File: src/rtl/nv_nvdla_fifo_pkg.sv
`default_nettype none
// ============================================================================
//  Module      : nv_nvdla_fifo_pkg
//  Description : Shared sizing helpers and parameter legality checks for the
//                NVDLA parameterised FIFO family.
//  Revision    : 1.0 - initial release
// ============================================================================
package nv_nvdla_fifo_pkg;

   localparam int FIFO_MIN_WIDTH = 1;
   localparam int FIFO_MAX_WIDTH = 512;
   localparam int FIFO_MIN_DEPTH = 2;
   localparam int FIFO_MAX_DEPTH = 1024;

   // Width of a counter that must represent 0..depth inclusive.
   function automatic int fifo_cw(input int depth);
      return $clog2(depth + 1);
   endfunction

   // Width of a RAM pointer; pointers wrap naturally because depth is 2^n.
   function automatic int fifo_aw(input int depth);
      return (depth < 2) ? 1 : $clog2(depth);
   endfunction

   function automatic bit fifo_is_pow2(input int v);
      return (v > 0) && ((v & (v - 1)) == 0);
   endfunction

   // True when the WIDTH/DEPTH/AFULL_TH combination is supported.
   function automatic bit fifo_params_ok(input int width, input int depth, input int afull_th);
      bit ok;
      ok = 1'b1;
      if (width < FIFO_MIN_WIDTH || width > FIFO_MAX_WIDTH) ok = 1'b0;
      if (depth < FIFO_MIN_DEPTH || depth > FIFO_MAX_DEPTH) ok = 1'b0;
      if (!fifo_is_pow2(depth)) ok = 1'b0;
      if (afull_th < 1 || afull_th > depth) ok = 1'b0;
      return ok;
   endfunction

endpackage
`default_nettype wire

File: src/rtl/nv_ram_rwsp_param.sv
`default_nettype none
// ============================================================================
//  Module      : nv_ram_rwsp_param
//  Description : DEPTH x WIDTH storage, one synchronous write port and one
//                synchronous read port. A read that collides with a write to
//                the same address returns the incoming write data.
//  Revision    : 1.0 - initial release
// ============================================================================
module nv_ram_rwsp_param
   import nv_nvdla_fifo_pkg::*;
#(
   parameter  int WIDTH = 32,
   parameter  int DEPTH = 32,
   localparam int AW    = fifo_aw(DEPTH)
) (
   input  logic             clk,
   input  logic [AW-1:0]    wa,
   input  logic             we,
   input  logic [WIDTH-1:0] di,
   input  logic [AW-1:0]    ra,
   input  logic             re,
   output logic [WIDTH-1:0] dout,
   input  logic             ore,
   input  logic [31:0]      pwrbus_ram_pd
);

   logic [WIDTH-1:0] mem_q [DEPTH];
   logic [WIDTH-1:0] rd_word;
   logic [WIDTH-1:0] dout_d;
   logic [WIDTH-1:0] dout_q;

   // Power control has no behavioural effect in this model of the macro.
   logic unused_pwrbus;
   assign unused_pwrbus = ^pwrbus_ram_pd;

   // Array write; contents are intentionally not reset.
   always_ff @(posedge clk) begin
      if (we) begin
         mem_q[wa] <= di;
      end
   end

   // Read word selection with write-through on address collision, and read
   // register next value (re gates the array access, ore the register).
   always_comb begin
      rd_word = mem_q[ra];
      if (we && (wa == ra)) begin
         rd_word = di;
      end
      dout_d = dout_q;
      if (re && ore) begin
         dout_d = rd_word;
      end
   end

   // Read data register.
   always_ff @(posedge clk) begin
      dout_q <= dout_d;
   end

   assign dout = dout_q;

endmodule
`default_nettype wire

File: src/rtl/nv_nvdla_cdma_param_fifo.sv
`default_nettype none
// ============================================================================
//  Module      : nv_nvdla_cdma_param_fifo
//  Description : Valid/ready FIFO over a synchronous RAM. Read path is
//                RAM read register -> registered output stage, giving a
//                two-cycle first-word latency and full streaming rate.
//                Supports a runtime capacity cap and a synchronous flush.
//  Revision    : 1.0 - initial release
// ============================================================================
module nv_nvdla_cdma_param_fifo
   import nv_nvdla_fifo_pkg::*;
#(
   parameter  int WIDTH    = 32,
   parameter  int DEPTH    = 32,
   parameter  int AFULL_TH = DEPTH - 4,
   localparam int CW       = fifo_cw(DEPTH),
   localparam int AW       = fifo_aw(DEPTH)
) (
   input  logic             clk,
   input  logic             reset_,
   input  logic             wr_req,
   output logic             wr_ready,
   input  logic [WIDTH-1:0] wr_data,
   output logic             rd_req,
   input  logic             rd_ready,
   output logic [WIDTH-1:0] rd_data,
   input  logic             flush,
   input  logic [CW-1:0]    wr_limit,
   output logic [CW-1:0]    count,
   output logic             afull,
   input  logic [31:0]      pwrbus_ram_pd
);

   if (!fifo_params_ok(WIDTH, DEPTH, AFULL_TH)) begin : g_param_check
      $error("nv_nvdla_cdma_param_fifo: unsupported WIDTH/DEPTH/AFULL_TH");
   end

   // Registered state
   logic [AW-1:0]    wr_ptr_q,   wr_ptr_d;
   logic [AW-1:0]    rd_ptr_q,   rd_ptr_d;
   logic [CW-1:0]    count_q,    count_d;
   logic             wr_ready_q, wr_ready_d;
   logic             afull_q,    afull_d;
   logic             s1_vld_q,   s1_vld_d;   // RAM read register holds a live word
   logic             rd_req_q,   rd_req_d;   // output stage holds a live word
   logic [WIDTH-1:0] rd_data_q,  rd_data_d;

   // Combinational control
   logic [CW-1:0]    eff_limit;
   logic [CW-1:0]    stage_cnt;
   logic             ram_has_word;
   logic             push;
   logic             pop;
   logic             out_load;
   logic             fetch;
   logic [WIDTH-1:0] ram_dout;

   // Resolve the runtime cap: zero or anything above DEPTH means full depth.
   always_comb begin
      eff_limit = wr_limit;
      if ((wr_limit == '0) || (wr_limit > CW'(DEPTH))) begin
         eff_limit = CW'(DEPTH);
      end
   end

   // Handshakes and read-pipeline movement. Words still sitting in the RAM
   // are the accepted count minus those already in the two read stages.
   always_comb begin
      push         = wr_req && wr_ready_q && !flush;
      pop          = rd_req_q && rd_ready && !flush;
      stage_cnt    = CW'(s1_vld_q) + CW'(rd_req_q);
      ram_has_word = (count_q > stage_cnt);
      out_load     = s1_vld_q && (!rd_req_q || pop);
      // A word written this cycle may be fetched at once via write-through.
      fetch        = (ram_has_word || push) && (!s1_vld_q || out_load) && !flush;
   end

   // Next-state for pointers, stages, count and the registered flags.
   always_comb begin
      wr_ptr_d  = wr_ptr_q;
      rd_ptr_d  = rd_ptr_q;
      count_d   = count_q;
      s1_vld_d  = fetch || (s1_vld_q && !out_load);
      rd_req_d  = out_load || (rd_req_q && !pop);
      rd_data_d = out_load ? ram_dout : rd_data_q;

      if (push) begin
         wr_ptr_d = wr_ptr_q + AW'(1);
      end
      if (fetch) begin
         rd_ptr_d = rd_ptr_q + AW'(1);
      end
      if (push && !pop) begin
         count_d = count_q + CW'(1);
      end else if (pop && !push) begin
         count_d = count_q - CW'(1);
      end

      if (flush) begin
         wr_ptr_d  = '0;
         rd_ptr_d  = '0;
         count_d   = '0;
         s1_vld_d  = 1'b0;
         rd_req_d  = 1'b0;
         rd_data_d = '0;
      end

      // Capacity can drop below count at runtime; ready then stays low until
      // pops bring count under the new cap, so nothing is overwritten.
      wr_ready_d = (count_d < eff_limit);
      afull_d    = (count_d >= CW'(AFULL_TH));
   end

   // State registers with asynchronous active-low reset.
   always_ff @(posedge clk or negedge reset_) begin
      if (!reset_) begin
         wr_ptr_q   <= '0;
         rd_ptr_q   <= '0;
         count_q    <= '0;
         wr_ready_q <= 1'b1;
         afull_q    <= 1'b0;
         s1_vld_q   <= 1'b0;
         rd_req_q   <= 1'b0;
         rd_data_q  <= '0;
      end else begin
         wr_ptr_q   <= wr_ptr_d;
         rd_ptr_q   <= rd_ptr_d;
         count_q    <= count_d;
         wr_ready_q <= wr_ready_d;
         afull_q    <= afull_d;
         s1_vld_q   <= s1_vld_d;
         rd_req_q   <= rd_req_d;
         rd_data_q  <= rd_data_d;
      end
   end

   nv_ram_rwsp_param #(
      .WIDTH (WIDTH),
      .DEPTH (DEPTH)
   ) u_ram (
      .clk           (clk),
      .wa            (wr_ptr_q),
      .we            (push),
      .di            (wr_data),
      .ra            (rd_ptr_q),
      .re            (fetch),
      .dout          (ram_dout),
      .ore           (fetch),
      .pwrbus_ram_pd (pwrbus_ram_pd)
   );

   assign wr_ready = wr_ready_q;
   assign rd_req   = rd_req_q;
   assign rd_data  = rd_data_q;
   assign count    = count_q;
   assign afull    = afull_q;

endmodule
`default_nettype wire

File: config.mk
export PLATFORM = sky130hd
export DESIGN_NAME = nv_nvdla_cdma_param_fifo
export DESIGN_NICKNAME = d
export VERILOG_FILES = /design/src/rtl/nv_nvdla_fifo_pkg.sv /design/src/rtl/nv_ram_rwsp_param.sv /design/src/rtl/nv_nvdla_cdma_param_fifo.sv
export SDC_FILE = /design/constraint.sdc
export NUM_CORES = 1
export LEC_CHECK = 0
export CAP_MARGIN = 0
export CORE_ASPECT_RATIO = 0.7
export CORE_UTILIZATION = 23
export DETAILED_ROUTE_END_ITERATION = 8
export PLACE_DENSITY = 0.43
export SLEW_MARGIN = 20
export SYNTH_ARGS = -nofsm -noshare
export SYNTH_HDL_FRONTEND = slang
export SYNTH_HIERARCHICAL = 1
export SYNTH_SLANG_ARGS = --single-unit
File: constraint.sdc
create_clock -name clk -period 8.2 [get_ports clk]
set_clock_uncertainty 0.2 [all_clocks]
set_input_delay 1.23 -clock clk [delete_from_list [all_inputs] [get_ports clk]]
set_output_delay 1.23 -clock clk [all_outputs]
set_load 0.05 [all_outputs]
==> flow_metrics.py, run 1 <==
metrics = {
    "critical_path": {
        "critPathKind": "flop to flop",
        "startpoint_type": "flop",
        "cp.required_ns": 8.41,
        "crit_chain": "buf_4, buf_12, mux4_2, o22ai_1, a211o_1, o31ai_1",
        "cp_slowest_cell": "buf_4",
        "cp_top_family": "buffers and inverters",
        "critPathMaxFanout": 104,
        "arrival_ns": 4.38,
        "crit_buf_inv": 2,
        "critPathMaxStageDelay_ns": 0.85,
        "cp-end-kind": "flop",
    },
    "sta": {
        "max_freq_mhz": 239,
        "final-hold-violation-count": 0,
        "worst_pin_slew_ns": 1.15,
        "drv_slew": 0,
        "finalSetupViolations": 0,
        "rsz0062_at_grt": "false",
        "relSlewSlack_pct": 23.5,
        "fin_crit_ns": 4.18,
        "fin_tns_setup_ns": 0,
        "fin_crit_sh_pct": 50.9,
    },
    "yosys": {
        "netlist_area_um2": 42700,
        "yosys_warnings": 6,
        "synth-edff-count": 1056,
        "avgSynthCellArea_um2": 21.9,
        "ys_seq_area_share_pct": 77.3,
        "synth_flop_cell": "edfxtp_1",
        "ys_seq_elements": 1108,
        "postSynthCellCount": 1948,
        "synth_fp_nets": 2035,
        "netlist.area_leader.share_pct": 74.2,
        "async_flop_share_pct": 4.69,
        "synth_most_common_cell": "edfxtp_1",
        "synth_cell_types": 58,
        "ys_top_cells_by_count": "1056 x edfxtp_1, 255 x mux4_2, 63 x o22ai_1",
        "synth_top_area_cell": "edfxtp_1",
        "synthTopCellsByArea": "edfxtp_1 74%, mux4_2 13%, dfrtp_1 3.0%",
    },
    "clock_tree": {
        "cts_buffers": 101,
        "cts_root_buffer": "clkbuf_16",
        "clkLatencyLatePin_ns": 0.70,
        "cts_setup_buffers": 0,
        "cts_tree": "yes",
        "cts.sink_count": 1108,
        "cts_hold_buf": 0,
        "clkTransAtPathRegs_ns": 0.07,
        "htree_levels": 3,
        "cts_resized": 0,
        "cts.path.max_buffers": 3,
    },
    "outcome": {
        "status": "finished clean",
    },
    "job": {
        "maxCapViolCount": 0,
    },
    "global_route": {
        "grt_max_degree": 105,
        "grt_pass1_wl_mm": 162,
        "grt_pass1_vias": 21400,
        "antenna_found_initial": 9,
        "groute.usage.overall_pct": 12.2,
        "grt-ovfl-total": 0,
    },
    "floorplan": {
        "fp.dieArea_um2": 188000,
        "initial_core_util_pct": 23.3,
        "die_w_um": 517,
        "ios": 116,
        "fp.dieH_um": 363,
        "core-area_um2": 183000,
        "rows": 131,
    },
    "drt": {
        "firstDrtPassIters": 5,
        "num_vias": 20500,
        "ant_nets": 0,
        "viasPerCell": 4.43,
        "detail_route.wl_per_cell_um": 24.7,
        "wl_mm": 115,
        "drc": 0,
        "drt_iter0_drc": 2086,
    },
    "pwr": {
        "finalPower_mw": 14.3,
        "leakagePower_nw": 15.0,
        "vdd_drop_max_uv": 201,
        "p_per_area_nw_per_um2": 286,
    },
    "final_layout": {
        "drive_above_1_share_pct": 24.9,
        "multi_input_comb_area_um2": 9270,
        "fillers": 18000,
        "syn_to_final_growth_pct": 17.2,
        "nets": 2185,
        "regArea_um2": 33000,
    },
    "place": {
        "io_buffers": 83,
        "dp_hpwl_mm": 65.3,
        "place_congestion": 0.729,
    },
    "worst_hold_path": {
        "hold_path.class": "flop to flop",
    },
}
[flip-flops by register name, indices dropped and copies added (netlist names)]
register and count:
u_ram/mem_q 1024, rd_data 32, u_ram/dout 32, count 6
rd_ptr_q 5, wr_ptr_q 5, afull 1, rd_req 1
s1_vld_q 1, wr_ready 1
[routing by layer]
metal  GRT usage, %  vias up  wire length, um
li1               -     8563                -
met1           18.0    11300            55300
met3           1.98      132             5310
met4           2.12        0             1780
met5              0        -                0
met2           18.9      537            52100
[cells by family after synthesis]
group	Yosys count	share of synthesized area, %
flip-flops	1108	77.3
multiplexers	292	14.3
AO/OA/AOI/OAI	213	3.73
AND/OR/NAND/NOR	184	2.31
buffers and inverters	125	1.69
XOR/XNOR	14	0.319
adder cells (fa/ha/maj)	12	0.351
[placed cells by master (no fill, tap or decap), drive strengths merged, types with 2 or more instances in the layout]
| master | Yosys | final |
|---|---|---|
| clkbuf | 50 | 128 |
| a31oi | 2 | 2 |
| or3b | 4 | 4 |
| a211oi | 31 | 31 |
| edfxtp | 1056 | 1056 |
| xnor2 | 4 | 4 |
| nor3b | 2 | 2 |
| inv | 6 | 8 |
| o22ai | 63 | 63 |
| mux2i | 33 | 33 |
| bufinv | 0 | 9 |
| mux2 | 4 | 4 |
| nand3 | 42 | 42 |
| dfrtp | 51 | 51 |
| a22o | 32 | 32 |
| diode | 0 | 2 |
| nor3 | 2 | 2 |
| and4 | 2 | 2 |
| xor2 | 9 | 9 |
| or3 | 7 | 7 |
| nor4 | 3 | 3 |
| and2 | 5 | 5 |
| a21oi | 9 | 9 |
| nand2 | 12 | 12 |
| nand2b | 5 | 5 |
| nor2b | 35 | 35 |
| clkinv | 0 | 41 |
| a211o | 31 | 31 |
| o31ai | 33 | 33 |
| o32ai | 2 | 2 |
| clkdlybuf4s50 | 0 | 75 |
| o21ai | 5 | 5 |
| nand3b | 8 | 8 |
| buf | 69 | 91 |
| nor2 | 50 | 50 |
| mux4 | 255 | 255 |
| nand4 | 2 | 2 |
| ha | 12 | 12 |
| clkinvlp | 0 | 2 |
[layout make-up]
type,count,share of cell area (%)
diodes,2,0.00999
clock buffers,128,5.33
clock inverters,54,1.03
inverters,6,0.0450
multi-input cells,715,18.5
flip-flops and latches,1108,65.9
well taps,2460,6.15
repair buffers,166,2.98
[power breakdown]
part	total (mW)	switching [mW]	internal, mW
Clock	4.68	2.09	2.59
Combinational	3.02	1.69	1.34
Sequential	6.60	0.213	6.39
[per-stage QoR]
step,std cells,utilization (%),hold WS (ns),area (um2),setup WS [ns]
5_1_grt,4638,27.3,0.298,50100,3.84
6_report,4639,27.3,0.266,50100,4.02
3_3_place_gp,4452,25.5,0.257,46900,3.48
3_5_place_dp,4453,25.6,0.256,46900,3.46
2_1_floorplan,1948,-,0.243,42700,3.56
4_1_cts,4635,27.3,0.273,50100,3.99
[path summary, 6_finish.rpt]
check,startpoint,endpoint,slack (ns),cells past startpoint
setup / recovery,rd_ptr_q[2]$_DFFE_PN0P_,u_ram/dout[13]$_DFFE_PP_,4.02,6
hold / removal,u_ram/dout[19]$_DFFE_PP_,rd_data[19]$_DFFE_PN0P_,0.27,1
setup reg to reg,rd_ptr_q[2]$_DFFE_PN0P_,u_ram/dout[13]$_DFFE_PP_,4.02,6
hold reg to reg,u_ram/dout[19]$_DFFE_PP_,rd_data[19]$_DFFE_PN0P_,0.27,1
max in group asynchronous,reset_,rd_ptr_q[1]$_DFFE_PN0P_,6.69,2
min in group asynchronous,reset_,rd_data[26]$_DFFE_PN0P_,0.50,2
[worst register-to-register path: cells and delay by family (launching register included)]
family	cells	cell delay, ns
buffers and inverters	2	1.56
AOI/OAI and AO/OA	3	0.80
DFF	1	0.77
muxes	1	0.56
(Power assumes the default switching activity.)
==> run 2, diff against run 1 <==
- PLACE_DENSITY: 0.43 -> 0.44
- clock period: 8.2 -> 3.8 ns (I/O delays scaled with it)
==> run 2 against run 1 <==
Effect of this change: sequential power increased by 110%; clock power up 120%; combinational power increased by 140%; critical path type unchanged; critical endpoint is now u_ram/dout[6]$_DFFE_PP_.
==> flow_metrics.py, run 2 (synthesis gave the netlist of run 1 again) <==
metrics = {
    "outcome": {
        "status": "finished clean",
    },
    "global_route": {
        "antenna_found_initial": 16,
        "grt-ovfl-total": 0,
        "groute.usage.overall_pct": 13.1,
        "grt_pass1_vias": 22100,
        "grt_max_degree": 71,
        "grt_pass1_wl_mm": 172,
    },
    "drt": {
        "firstDrtPassIters": 5,
        "drt_iter0_drc": 2106,
        "wl_mm": 123,
        "drc": 0,
        "num_vias": 21200,
        "ant_nets": 0,
        "viasPerCell": 4.48,
        "detail_route.wl_per_cell_um": 25.9,
    },
    "floorplan": {
        "fp.dieArea_um2": 188000,
        "rows": 131,
        "ios": 116,
        "die_w_um": 517,
        "core-area_um2": 183000,
        "fp.dieH_um": 363,
        "initial_core_util_pct": 23.3,
    },
    "sta": {
        "final-hold-violation-count": 0,
        "worst_pin_slew_ns": 0.991,
        "rsz0062_at_grt": "false",
        "finalSetupViolations": 0,
        "fin_tns_setup_ns": 0,
        "fin_crit_sh_pct": 81.1,
        "relSlewSlack_pct": 33.7,
        "drv_slew": 0,
        "fin_crit_ns": 3.08,
        "holdWs_ns": 0.181,
        "max_freq_mhz": 324,
    },
    "clock_tree": {
        "clkTransAtPathRegs_ns": 0.06,
        "cts.path.max_buffers": 3,
        "cts_resized": 0,
        "cts.sink_count": 1108,
        "cts_buffers": 102,
        "cts_setup_buffers": 0,
        "clkLatencyLatePin_ns": 0.72,
        "cts_root_buffer": "clkbuf_16",
        "htree_levels": 3,
        "cts_tree": "yes",
    },
    "critical_path": {
        "timing.rr.start": "rd_ptr_q[0]$_DFFE_PN0P_",
        "timing.reg2reg.setup_slack_ns": 0.72,
        "crit_top_cell": "buf_12",
        "crit_buf_inv": 2,
        "critPathMaxFanout": 17,
        "cp-end-kind": "flop",
        "cp.required_ns": 4.02,
        "worst_r2r_endpoint": "u_ram/dout[6]$_DFFE_PP_",
        "reg2reg_depth": 6,
        "cp_slowest_cell": "dfrtp_4",
        "cp_top_family": "flip-flops",
        "critPathMaxStageDelay_ns": 0.75,
        "crit_chain": "buf_12, buf_12, mux4_2, nor2b_1, a211oi_1, o31ai_1",
        "critPathKind": "flop to flop",
        "arrival_ns": 3.30,
        "startpoint_type": "flop",
    },
    "final_layout": {
        "top_register": "u_ram/mem_q",
        "layout_common_cells": "1056 x edfxtp_1, 255 x mux4_2, 132 x buf_4",
        "syn_to_final_growth_pct": 20.1,
        "nets": 2275,
        "final_common_cell": "edfxtp_1",
        "largest_register_ffs": 1024,
        "drive_above_1_share_pct": 27.7,
    },
    "worst_hold_path": {
        "hold_depth": 1,
        "hp-start": "wr_data[10]",
        "hold_path.class": "input port to flop",
        "holdPathEnd": "u_ram/mem_q[4][10]$_DFFE_PP_",
    },
    "pwr": {
        "p_per_area_nw_per_um2": 616,
        "leakagePower_nw": 15.7,
        "vdd_drop_max_uv": 372,
    },
    "place": {
        "place_congestion": 0.763,
        "io_buffers": 83,
        "dp_hpwl_mm": 72.9,
    },
    "job": {
        "maxCapViolCount": 0,
    },
}
run 2: changes by cell type in the layout (fill, tap and decap cells not counted), moves of 3 or more:
| cell | before | now |
|---|---|---|
| buf_12 | 4 | 40 |
| buf_2 | 8 | 1 |
| buf_4 | 77 | 132 |
| clkbuf_1 | 25 | 29 |
| clkbuf_8 | 0 | 7 |
| clkdlybuf4s50_1 | 75 | 81 |
| clkinvlp_4 | 2 | 5 |
run 2: repair_timing:
action / in CTS / in global routing
endpoints found under the hold margin: 51 / 0
endpoints found under the setup margin: 0 / 0
hold buffers: 1 / 0
run 2: per-layer routing:
| layer | up-vias | GRT usage (%) | part of all wire [%] |
|---|---|---|---|
| met4 | 8 | 3.47 | 2.5 |
| met1 | 11600 | 19.0 | 47 |
| met5 | - | 0 | 0.041 |
| met3 | 173 | 2.85 | 6.2 |
| li1 | 8741 | - | - |
| met2 | 664 | 19.5 | 44 |
run 2: final cells by class:
cell class                 instances  area [um2]
antenna                            2        5.00
timing repair buffer             255        2620
clock inverter                    54         507
multi-input combinational        715        9270
tap                             2460        3080
fill                           17900      132000
inverter                           6        22.5
clock buffer                     140        2810
sequential                      1108       33000
run 2: how the worst max path moves through the flow:
stage	start	endpoint	slack (ns)	cells past startpoint
2_1_floorplan	flush	u_ram/mem_q[28][0]$_DFFE_PP_	-0.18	7
3_3_place_gp	rd_ready	wr_ready$_DFF_PN1_	0.26	11
3_5_place_dp	wr_req	u_ram/mem_q[12][27]$_DFFE_PP_	0.38	7
4_1_cts	rd_ptr_q[0]$_DFFE_PN0P_	u_ram/dout[6]$_DFFE_PP_	0.63	6
5_1_grt	rd_ptr_q[0]$_DFFE_PN0P_	u_ram/dout[6]$_DFFE_PP_	0.61	6
6_report	rd_ptr_q[0]$_DFFE_PN0P_	u_ram/dout[6]$_DFFE_PP_	0.72	6
run 2: stage by stage:
step	instance area [um2]	worst slack [ns]	util (%)	cells	power, mW
3_5_place_dp	48000	0.382	26.2	4543	21.7
3_3_place_gp	48000	0.257	26.2	4543	21.6
2_1_floorplan	42700	-0.181	-	1948	19.0
4_1_cts	51300	0.631	28.0	4738	32.0
6_report	51300	0.718	28.0	4740	31.6
5_1_grt	51300	0.610	28.0	4740	32.8
run 2: where the power goes:
group	internal, mW	leakage, nW	switching (mW)	total (mW)
combinational	3.26	3.85	3.92	7.19
sequential	13.8	10.2	0.325	14.1
clock	5.67	1.61	4.64	10.3
